### config.mk
export PLATFORM = sky130hd
export DESIGN_NAME = laststage
export DESIGN_NICKNAME = d
export VERILOG_FILES = /design/src/rtl/laststage_pkg.sv /design/src/rtl/convround.sv /design/src/rtl/laststage.sv
export SDC_FILE = /design/constraint.sdc
export NUM_CORES = 1
export LEC_CHECK = 0
export ABC_AREA = 1
export CELL_PAD_IN_SITES_DETAIL_PLACEMENT = 0
export CELL_PAD_IN_SITES_GLOBAL_PLACEMENT = 1
export CORE_MARGIN = 1.5
export CORE_UTILIZATION = 25
export DETAILED_ROUTE_END_ITERATION = 12
export PLACE_DENSITY = 0.5
export SYNTH_ARGS = -nofsm -noshare
export SYNTH_HDL_FRONTEND = slang
export SYNTH_HIERARCHICAL = 1
export SYNTH_SLANG_ARGS = --single-unit
export TNS_END_PERCENT = 50
### constraint.sdc
create_clock -name i_clk -period 2.38 [get_ports i_clk]
set_clock_uncertainty 0.2 [all_clocks]
set_input_delay 0.476 -clock i_clk [delete_from_list [all_inputs] [get_ports i_clk]]
set_output_delay 0.476 -clock i_clk [all_outputs]
set_load 0.01 [all_outputs]
### src/rtl/laststage_pkg.sv
// Shared constants for the final radix-2 FFT butterfly stage.
package laststage_pkg;
  localparam int VLD_STAGES = 3;
endpackage

### src/rtl/convround.sv
// Convergent rounding: drop SHIFT MSBs, then round excess LSBs half-to-even.
module convround #(
  parameter int IWID  = 17,
  parameter int OWID  = 17,
  parameter int SHIFT = 0
) (
  input  logic                   i_clk,
  input  logic                   i_ce,
  input  logic signed [IWID-1:0] i_val,
  output logic signed [OWID-1:0] o_val
);
  localparam int TW = IWID - SHIFT;

  logic [TW-1:0] t;
  assign t = i_val[TW-1:0];

  generate
    if (TW <= OWID) begin : g_ext
      always_ff @(posedge i_clk)
        if (i_ce) o_val <= OWID'(signed'(t));
    end else begin : g_rnd
      localparam int DROP = TW - OWID;
      logic [OWID-1:0] keep;
      logic            rnd_up;
      assign keep = t[TW-1:DROP];
      // Exact half rounds toward the even neighbour.
      if (DROP == 1) begin : g_d1
        assign rnd_up = t[0] & keep[0];
      end else begin : g_dn
        assign rnd_up = t[DROP-1] & (keep[0] | (|t[DROP-2:0]));
      end
      always_ff @(posedge i_clk)
        if (i_ce) o_val <= keep + OWID'(rnd_up);
    end
  endgenerate
endmodule

### src/rtl/laststage.sv
// Final DIF FFT butterfly: y[2k]=x[2k]+x[2k+1], y[2k+1]=x[2k]-x[2k+1], bit-reversed order.
module laststage
  import laststage_pkg::*;
#(
  parameter int IWIDTH = 16,
  parameter int OWIDTH = IWIDTH + 1,
  parameter int SHIFT  = 0
) (
  input  logic                  i_clk,
  input  logic                  i_reset,
  input  logic                  i_clk_enable,
  input  logic                  i_sync,
  input  logic [2*IWIDTH-1:0]   i_data,
  output logic [2*OWIDTH-1:0]   o_data,
  output logic                  o_sync
);
  logic signed [IWIDTH-1:0] in_r, in_i, prev_r, prev_i;
  logic signed [IWIDTH:0]   sum_r, sum_i, diff_r, diff_i;
  logic signed [OWIDTH-1:0] rs_r, rs_i, rd_r, rd_i;
  logic [2*OWIDTH-1:0]      dbuf;
  logic                     wait_for_sync, phase, sync_tag;
  logic [VLD_STAGES-1:0]    vld_pipe;
  logic [1:0]               sync_pipe;
  logic                     accept, start_pair, pair_done;

  assign in_r = i_data[2*IWIDTH-1:IWIDTH];
  assign in_i = i_data[IWIDTH-1:0];

  // A sync always opens a fresh pair, abandoning any half-built one.
  assign accept     = i_clk_enable && (!wait_for_sync || i_sync);
  assign start_pair = accept && (i_sync || !phase);
  assign pair_done  = accept && phase && !i_sync;

  always_ff @(posedge i_clk or posedge i_reset)
    if (i_reset) begin
      wait_for_sync <= 1'b1;
      phase         <= 1'b0;
      sync_tag      <= 1'b0;
      vld_pipe      <= '0;
      sync_pipe     <= '0;
    end else if (i_clk_enable) begin
      vld_pipe  <= {vld_pipe[VLD_STAGES-2:0], pair_done};
      sync_pipe <= {sync_pipe[0], pair_done & sync_tag};
      if (start_pair) begin
        wait_for_sync <= 1'b0;
        phase         <= 1'b1;
        sync_tag      <= i_sync;
      end else if (pair_done) begin
        phase <= 1'b0;
      end
    end

  always_ff @(posedge i_clk) begin
    if (start_pair) begin
      prev_r <= in_r;
      prev_i <= in_i;
    end
    if (pair_done) begin
      sum_r  <= {prev_r[IWIDTH-1], prev_r} + {in_r[IWIDTH-1], in_r};
      sum_i  <= {prev_i[IWIDTH-1], prev_i} + {in_i[IWIDTH-1], in_i};
      diff_r <= {prev_r[IWIDTH-1], prev_r} - {in_r[IWIDTH-1], in_r};
      diff_i <= {prev_i[IWIDTH-1], prev_i} - {in_i[IWIDTH-1], in_i};
    end
    if (i_clk_enable && vld_pipe[1])
      dbuf <= {rd_r, rd_i};
  end

  convround #(.IWID(IWIDTH+1), .OWID(OWIDTH), .SHIFT(SHIFT)) u_rnd_sr (
    .i_clk(i_clk), .i_ce(i_clk_enable), .i_val(sum_r),  .o_val(rs_r));
  convround #(.IWID(IWIDTH+1), .OWID(OWIDTH), .SHIFT(SHIFT)) u_rnd_si (
    .i_clk(i_clk), .i_ce(i_clk_enable), .i_val(sum_i),  .o_val(rs_i));
  convround #(.IWID(IWIDTH+1), .OWID(OWIDTH), .SHIFT(SHIFT)) u_rnd_dr (
    .i_clk(i_clk), .i_ce(i_clk_enable), .i_val(diff_r), .o_val(rd_r));
  convround #(.IWID(IWIDTH+1), .OWID(OWIDTH), .SHIFT(SHIFT)) u_rnd_di (
    .i_clk(i_clk), .i_ce(i_clk_enable), .i_val(diff_i), .o_val(rd_i));

  // Sum goes out first; the buffered diff follows one enable later.
  always_ff @(posedge i_clk or posedge i_reset)
    if (i_reset) begin
      o_data <= '0;
      o_sync <= 1'b0;
    end else if (i_clk_enable) begin
      o_sync <= vld_pipe[1] & sync_pipe[1];
      if (vld_pipe[1])
        o_data <= {rs_r, rs_i};
      else if (vld_pipe[2])
        o_data <= dbuf;
    end
endmodule

==> impl_metrics.py, run 1 <==
metrics = {
    "setup_path": {
        "cpMaxStageDelayCell": "clkdlybuf4s50_1",
        "r2r_setup_slack_ns": 0.21,
        "cp_cell_sequence": "clkdlybuf4s50_1",
        "crit_buf_inv": 1,
        "crit_arrival_ns": 1.58,
        "cp.required_ns": 1.70,
        "cp_top_family": "buffers and inverters",
        "r2r.worst_path.cells": 11,
        "r2r-start": "prev_r[0]",
        "path_class": "reg2out",
        "endpoint_kind": "output pin",
        "path_depth": 1,
        "crit_fanout": 2,
        "cp-startpoint": "o_data[23]",
        "crit_path_start_kind": "register",
        "r2r_end": "diff_r[16]",
        "slowest_delay_ns": 0.58,
        "endpoint": "o_data[23]",
    },
    "logic_synthesis": {
        "synth_top_area_share_pct": 50.2,
        "synth_area_per_cell_um2": 9.67,
        "synthTopCellsByArea": "edfxtp_1 50%, nand2_1 13%, dfrtp_1 8.8%",
        "yosysMostFrequentCell": "nand2_1",
        "synth_fp_nets": 1340,
        "synth_common_cells": "412 x nand2_1, 200 x edfxtp_1, 198 x inv_1, 85 x nor2_1, 64 x ha_1",
        "synth-edff-count": 200,
        "async_reset_ff_share_pct": 17.7,
        "netlist_area_um2": 12000,
        "synth_seq_area_share_pct": 59.2,
        "ys_warn_count": 6,
        "yosys_most_used_dff": "edfxtp_1",
        "yosysTopAreaCell": "edfxtp_1",
        "syn-instance-count": 1236,
        "ys_seq_elements": 243,
        "ys_types": 28,
    },
    "clock_tree": {
        "cts_resized": 0,
        "cts.path.max_buffers": 3,
        "cts_tree": "yes",
        "numCtsBuffers": 29,
        "hold_buffers": 0,
        "clkSinkCount": 243,
        "cts_setup_buffers": 0,
        "clkTransAtPathRegs_ns": 0.06,
        "cts.htree.levels": 1,
        "clock_latency_ns": 0.58,
        "root_buffer": "clkbuf_16",
    },
    "global_routing": {
        "gr-total-overflow": 0,
        "grt_usage_pct": 12.3,
        "grt_max_degree": 58,
        "grt_pass1_vias": 8277,
        "antenna_found_initial": 0,
        "grt_pass1_wl_um": 47300,
    },
    "timing": {
        "final_max_slew_viol_count": 0,
        "rsz0062_at_grt": "false",
        "hold_ws_ns": 0.0321,
        "clock.fmax_ghz": 0.442,
        "finalHoldViolations": 0,
        "timing.final.ws_setup_ns": 0.119,
        "max_slew_margin_pct": 48.1,
        "post-route-period-util_pct": 95.0,
        "worst_slew_pin_slew_ns": 0.779,
        "min_period_ns": 2.26,
        "setup_viol": 0,
        "timing.setup.tns_ns": 0,
    },
    "floorplanning": {
        "io_pins": 71,
        "chipWidth_um": 222,
        "rows": 79,
        "initial_utilization_pct": 25.5,
        "die_y_um": 222,
        "core_um2": 46900,
        "die_area_um2": 49200,
    },
    "route": {
        "wire_per_inst_um": 14.4,
        "wl_um": 30000,
        "drt_iter0_drc": 439,
        "drtAntennaViolNets": 0,
        "via_count": 8397,
        "via_per_inst": 4.03,
        "firstDrtPassIters": 5,
        "drc": 0,
    },
    "cells_and_area": {
        "fill_cells": 4885,
        "final_util_pct": 32.8,
        "layout-drive-gt1-share_pct": 14.6,
        "syn2layout_area_growth_pct": 28.7,
        "num_antenna_cells": 0,
        "multi_input_area_um2": 3870,
        "fin_nets": 1559,
        "seqCellArea_um2": 7080,
        "final_area_um2": 15400,
        "final_cells": 2084,
    },
    "place": {
        "port_buffers": 70,
        "pre_cts_ws_ns": -0.440,
        "hpwl_um": 22200,
        "dp_cells": 2031,
        "placed_area_um2": 14400,
        "gp_congestion": 0.831,
    },
    "pwr": {
        "p_total_mw": 12.7,
        "p_sw_mw": 3.55,
        "powerDensity_nw_per_um2": 823,
        "seqPwrFrac_pct": 43.1,
        "p_clk_share_pct": 35.4,
        "p_int_mw": 9.12,
        "p_comb_share_pct": 21.5,
        "p_leak_nw": 7.07,
        "switching_share_pct": 28.0,
        "peakVddDrop_v": 0.000569,
    },
    "run": {
        "cap_violations": 0,
    },
    "worst_hold_path": {
        "hold_class": "in2reg",
    },
    "status": {
        "run_status": "completed",
    },
}
## registers in the layout, summed over array words and instances, names as in the netlist
| name | count |
|---|---|
| sum_i | 17 |
| diff_r | 16 |
| u_rnd_si/o_val | 17 |
| diff_i | 16 |
| prev_i | 16 |
| prev_r | 16 |
| sum_r | 17 |
| u_rnd_di/o_val | 17 |
| vld_pipe | 3 |
| o_data | 34 |
| sync_tag | 1 |
| phase | 1 |
| u_rnd_sr/o_val | 17 |
| sync_pipe | 2 |
| u_rnd_dr/o_val | 17 |
| o_sync | 1 |
| dbuf | 34 |
| wait_for_sync | 1 |
## layer usage
layer / track usage, % / up-vias / share of wire (%)
met1: 17.4 / 3871 / 50
met2: 19.3 / 114 / 43
met4: 2.85 / 0 / 1.5
met3: 2.48 / 28 / 4.8
li1: - / 4384 / -
met5: 0 / - / 0
## placed cells by master, fill, tap and decap left out, types with 5 or more instances in the layout
master and instances:
clkdlybuf4s50_1 69, buf_4 148, o21ai_0 7, nand2_1 411
xnor2_1 5, dfrtp_1 42, inv_1 196, nand3_1 54
buf_12 6, inv_2 10, xor2_1 23, nand4_1 8
ha_1 64, clkbuf_16 29, edfxtp_1 200, a31oi_1 34
a21oi_1 32, and2_1 8, clkbuf_1 9, nor2_1 84
nor3_1 8
## cell families (layout without fill, tap and decap cells)
family | after synthesis | after routing | share of synthesized area, %
buffers and inverters | 243 | 484 | 8.41
AND/OR/NAND/NOR | 576 | 576 | 19.1
AO/OA/AOI/OAI | 78 | 78 | 3.84
flip-flops | 243 | 243 | 59.2
adder cells (fa/ha/maj) | 68 | 68 | 7.37
XOR/XNOR | 28 | 28 | 2.05
## power groups by stage
| stage | Combinational, mW | Clock (mW) | Sequential [mW] |
|---|---|---|---|
| 4_1_cts | 2.80 | 4.65 | 5.48 |
| 3_5_place_dp | 2.79 | 0 | 5.56 |
| 6_report | 2.72 | 4.48 | 5.46 |
| 3_3_place_gp | 2.78 | 0 | 5.56 |
| 5_1_grt | 3.07 | 4.82 | 5.52 |
| 2_1_floorplan | 1.25 | 0 | 5.54 |
## worst min-delay path by stage
stage                       from                 end  cells past startpoint
2_1_floorplan  u_rnd_di/o_val[0]             dbuf[0]                      0
3_3_place_gp   u_rnd_di/o_val[0]             dbuf[0]                      0
3_5_place_dp           sum_i[14]  u_rnd_si/o_val[14]                      0
4_1_cts             i_clk_enable         vld_pipe[0]                      4
5_1_grt             i_clk_enable         vld_pipe[0]                      4
6_report            i_clk_enable         vld_pipe[0]                      4
## final cells by class
cell class,count,area share [%]
multi-input combinational,750,25.2
clock inverter,12,1.03
clock buffer,41,5.20
sequential,243,46.0
timing repair buffer,223,12.5
tap,607,4.94
inverter,208,5.12
(Power assumes the default switching activity.)
==> run 2, diff against run 1 <==
--- a/config.mk
+++ b/config.mk
@@ -10,8 +10,10 @@
 export CELL_PAD_IN_SITES_GLOBAL_PLACEMENT = 1
 export CORE_MARGIN = 1.5
 export CORE_UTILIZATION = 25
+export CTS_BUF_LIST = sky130_fd_sc_hd__clkbuf_8
 export DETAILED_ROUTE_END_ITERATION = 12
 export PLACE_DENSITY = 0.5
+export SLEW_MARGIN = 20
 export SYNTH_ARGS = -nofsm -noshare
 export SYNTH_HDL_FRONTEND = slang
 export SYNTH_HIERARCHICAL = 1
==> run 2 against run 1 <==
Against the previous run:
- highest routed layer unchanged
- combinational power barely moved
- utilization hardly changed
- via count is 0.98% higher
- power is 1.6% lower
- cell area barely moved
- clock-buffer cell count up 10
- setup slack worse by 0.010 ns
- wire length is 1.4% higher
- clock power shrank 4.7%
==> impl_metrics.py, run 2 (synthesized netlist as in run 1, its figures left out) <==
metrics = {
    "place": {
        "placed_area_um2": 14400,
        "hpwl_um": 22200,
        "gp_congestion": 0.831,
        "port_buffers": 70,
    },
    "setup_path": {
        "r2r-start": "prev_r[5]",
        "cp_cell_sequence": "clkdlybuf4s50_1",
        "crit_arrival_ns": 1.59,
        "cp-startpoint": "o_data[22]",
        "cp.required_ns": 1.70,
        "path_depth": 1,
        "r2r_setup_slack_ns": 0.19,
        "crit_buf_inv": 1,
        "endpoint_kind": "output pin",
        "cpMaxStageDelayCell": "clkdlybuf4s50_1",
        "crit_fanout": 2,
        "r2r.worst_path.cells": 8,
        "r2r_end": "sum_r[15]",
        "crit_path_start_kind": "register",
        "cp_top_family": "buffers and inverters",
        "endpoint": "o_data[22]",
        "path_class": "reg2out",
        "slowest_delay_ns": 0.58,
    },
    "global_routing": {
        "antenna_found_initial": 1,
        "grt_pass1_wl_um": 47900,
        "grt_pass1_vias": 8456,
        "gr-total-overflow": 0,
        "grt_usage_pct": 12.6,
        "grt_max_degree": 58,
    },
    "route": {
        "via_per_inst": 4.01,
        "drc": 0,
        "drt_iter0_drc": 416,
        "wire_per_inst_um": 14.4,
        "via_count": 8479,
        "wl_um": 30400,
        "firstDrtPassIters": 5,
        "drtAntennaViolNets": 0,
    },
    "timing": {
        "max_slew_margin_pct": 47.6,
        "setup_viol": 0,
        "post-route-period-util_pct": 95.4,
        "clock.fmax_ghz": 0.440,
        "min_period_ns": 2.27,
        "worst_slew_pin_slew_ns": 0.786,
        "rsz0062_at_grt": "false",
        "final_max_slew_viol_count": 0,
        "finalHoldViolations": 0,
    },
    "cells_and_area": {
        "multi_input_area_um2": 3870,
        "layout-drive-gt1-share_pct": 15.6,
        "final_cell_mix": "411 x nand2_1, 211 x inv_1, 200 x edfxtp_1",
        "seqCellArea_um2": 7080,
        "layout_commonest_cell": "nand2_1",
        "reg_top3": "dbuf x34, o_data x34",
        "fin_nets": 1576,
        "syn2layout_area_growth_pct": 28.8,
        "fill_cells": 4904,
        "final_area_um2": 15400,
    },
    "clock_tree": {
        "clock_latency_ns": 0.60,
        "cts.path.max_buffers": 3,
        "numCtsBuffers": 45,
        "root_buffer": "clkbuf_8",
        "cts_setup_buffers": 0,
        "clkSinkCount": 243,
        "clkTransAtPathRegs_ns": 0.06,
        "cts_tree": "yes",
        "cts.htree.levels": 2,
    },
    "status": {
        "run_status": "completed",
    },
    "pwr": {
        "p_int_mw": 8.86,
        "seqPwrFrac_pct": 43.8,
        "p_comb_share_pct": 21.9,
        "p_leak_nw": 7.17,
        "p_total_mw": 12.5,
        "p_sw_mw": 3.60,
        "p_clk_share_pct": 34.3,
        "switching_share_pct": 28.9,
        "powerDensity_nw_per_um2": 809,
        "peakVddDrop_v": 0.000394,
    },
    "floorplanning": {
        "rows": 79,
        "chipWidth_um": 222,
        "die_y_um": 222,
        "initial_utilization_pct": 25.5,
        "die_area_um2": 49200,
        "io_pins": 71,
        "core_um2": 46900,
    },
    "worst_hold_path": {
        "hold_class": "in2async",
    },
    "run": {
        "cap_violations": 0,
    },
}
-- run 2: changes by cell type in the layout (fill, tap and decap cells not counted), moves of 3 or more --
cell / before / now
inv_1: 196 / 211
clkinv_2: 2 / 5
clkbuf_8: 3 / 51
clkbuf_1: 9 / 0
clkinv_1: 2 / 6
clkbuf_16: 29 / 0
-- run 2: area by class of cell --
| cell class | count | area share [%] |
|---|---|---|
| Clock buffer | 51 | 4.56 |
| Clock inverter | 33 | 1.67 |
| Inverter | 208 | 5.11 |
| Timing Repair Buffer | 224 | 12.6 |
| Multi-Input combinational cell | 750 | 25.1 |
| Antenna cell | 1 | 0.0163 |
| Sequential cell | 243 | 46.0 |
| Tap cell | 607 | 4.93 |
-- run 2: how the worst min path moves through the flow --
stage,start,end,slack [ns],cells past startpoint
2_1_floorplan,u_rnd_di/o_val[0],dbuf[0],0.20,0
3_3_place_gp,u_rnd_di/o_val[0],dbuf[0],0.20,0
3_5_place_dp,sum_i[14],u_rnd_si/o_val[14],0.20,0
4_1_cts,i_reset,vld_pipe[2],0.005,2
5_1_grt,i_reset,o_data[33],0.05,2
6_report,i_reset,o_data[33],0.03,2
-- run 2: metal layers --
metal	vias up	track usage [%]	wire length [µm]
li1	4423	-	-
met1	3893	17.3	15100
met2	126	19.4	13200
met3	37	3.26	1490
met4	0	3.69	549
met5	-	0	0
-- run 2: through the flow --
stage / std cells / TNS, ns / util [%] / setup slack, ns / hold WS (ns)
after CTS: 2116 / 0 / 32.8 / 0.0187 / 0.00509
final: 2117 / 0 / 32.9 / 0.109 / 0.0338
after global routing: 2117 / 0 / 32.9 / 0.0133 / 0.0524
after detailed placement: 2031 / -17.38 / 30.8 / -0.440 / 0.205
after global placement: 2031 / -16.70 / 30.8 / -0.420 / 0.200
after floorplan: 1236 / 0 / - / 0.0708 / 0.200
-- run 2: timing repair --
| action | 4_1_cts | 5_1_grt |
|---|---|---|
| endpoints found under the hold margin | 3 | 0 |
| resized for setup | 0 | 2 |
| hold buffers | 1 | 0 |
| setup endpoints to repair | 0 | 2 |
-- run 2: power groups by stage --
stage | sequential [mW] | clock [mW] | combinational [mW]
6_report | 5.46 | 4.27 | 2.73
5_1_grt | 5.52 | 4.65 | 3.07
4_1_cts | 5.48 | 4.47 | 2.80
3_5_place_dp | 5.56 | 0 | 2.79
3_3_place_gp | 5.56 | 0 | 2.78
2_1_floorplan | 5.54 | 0 | 1.25
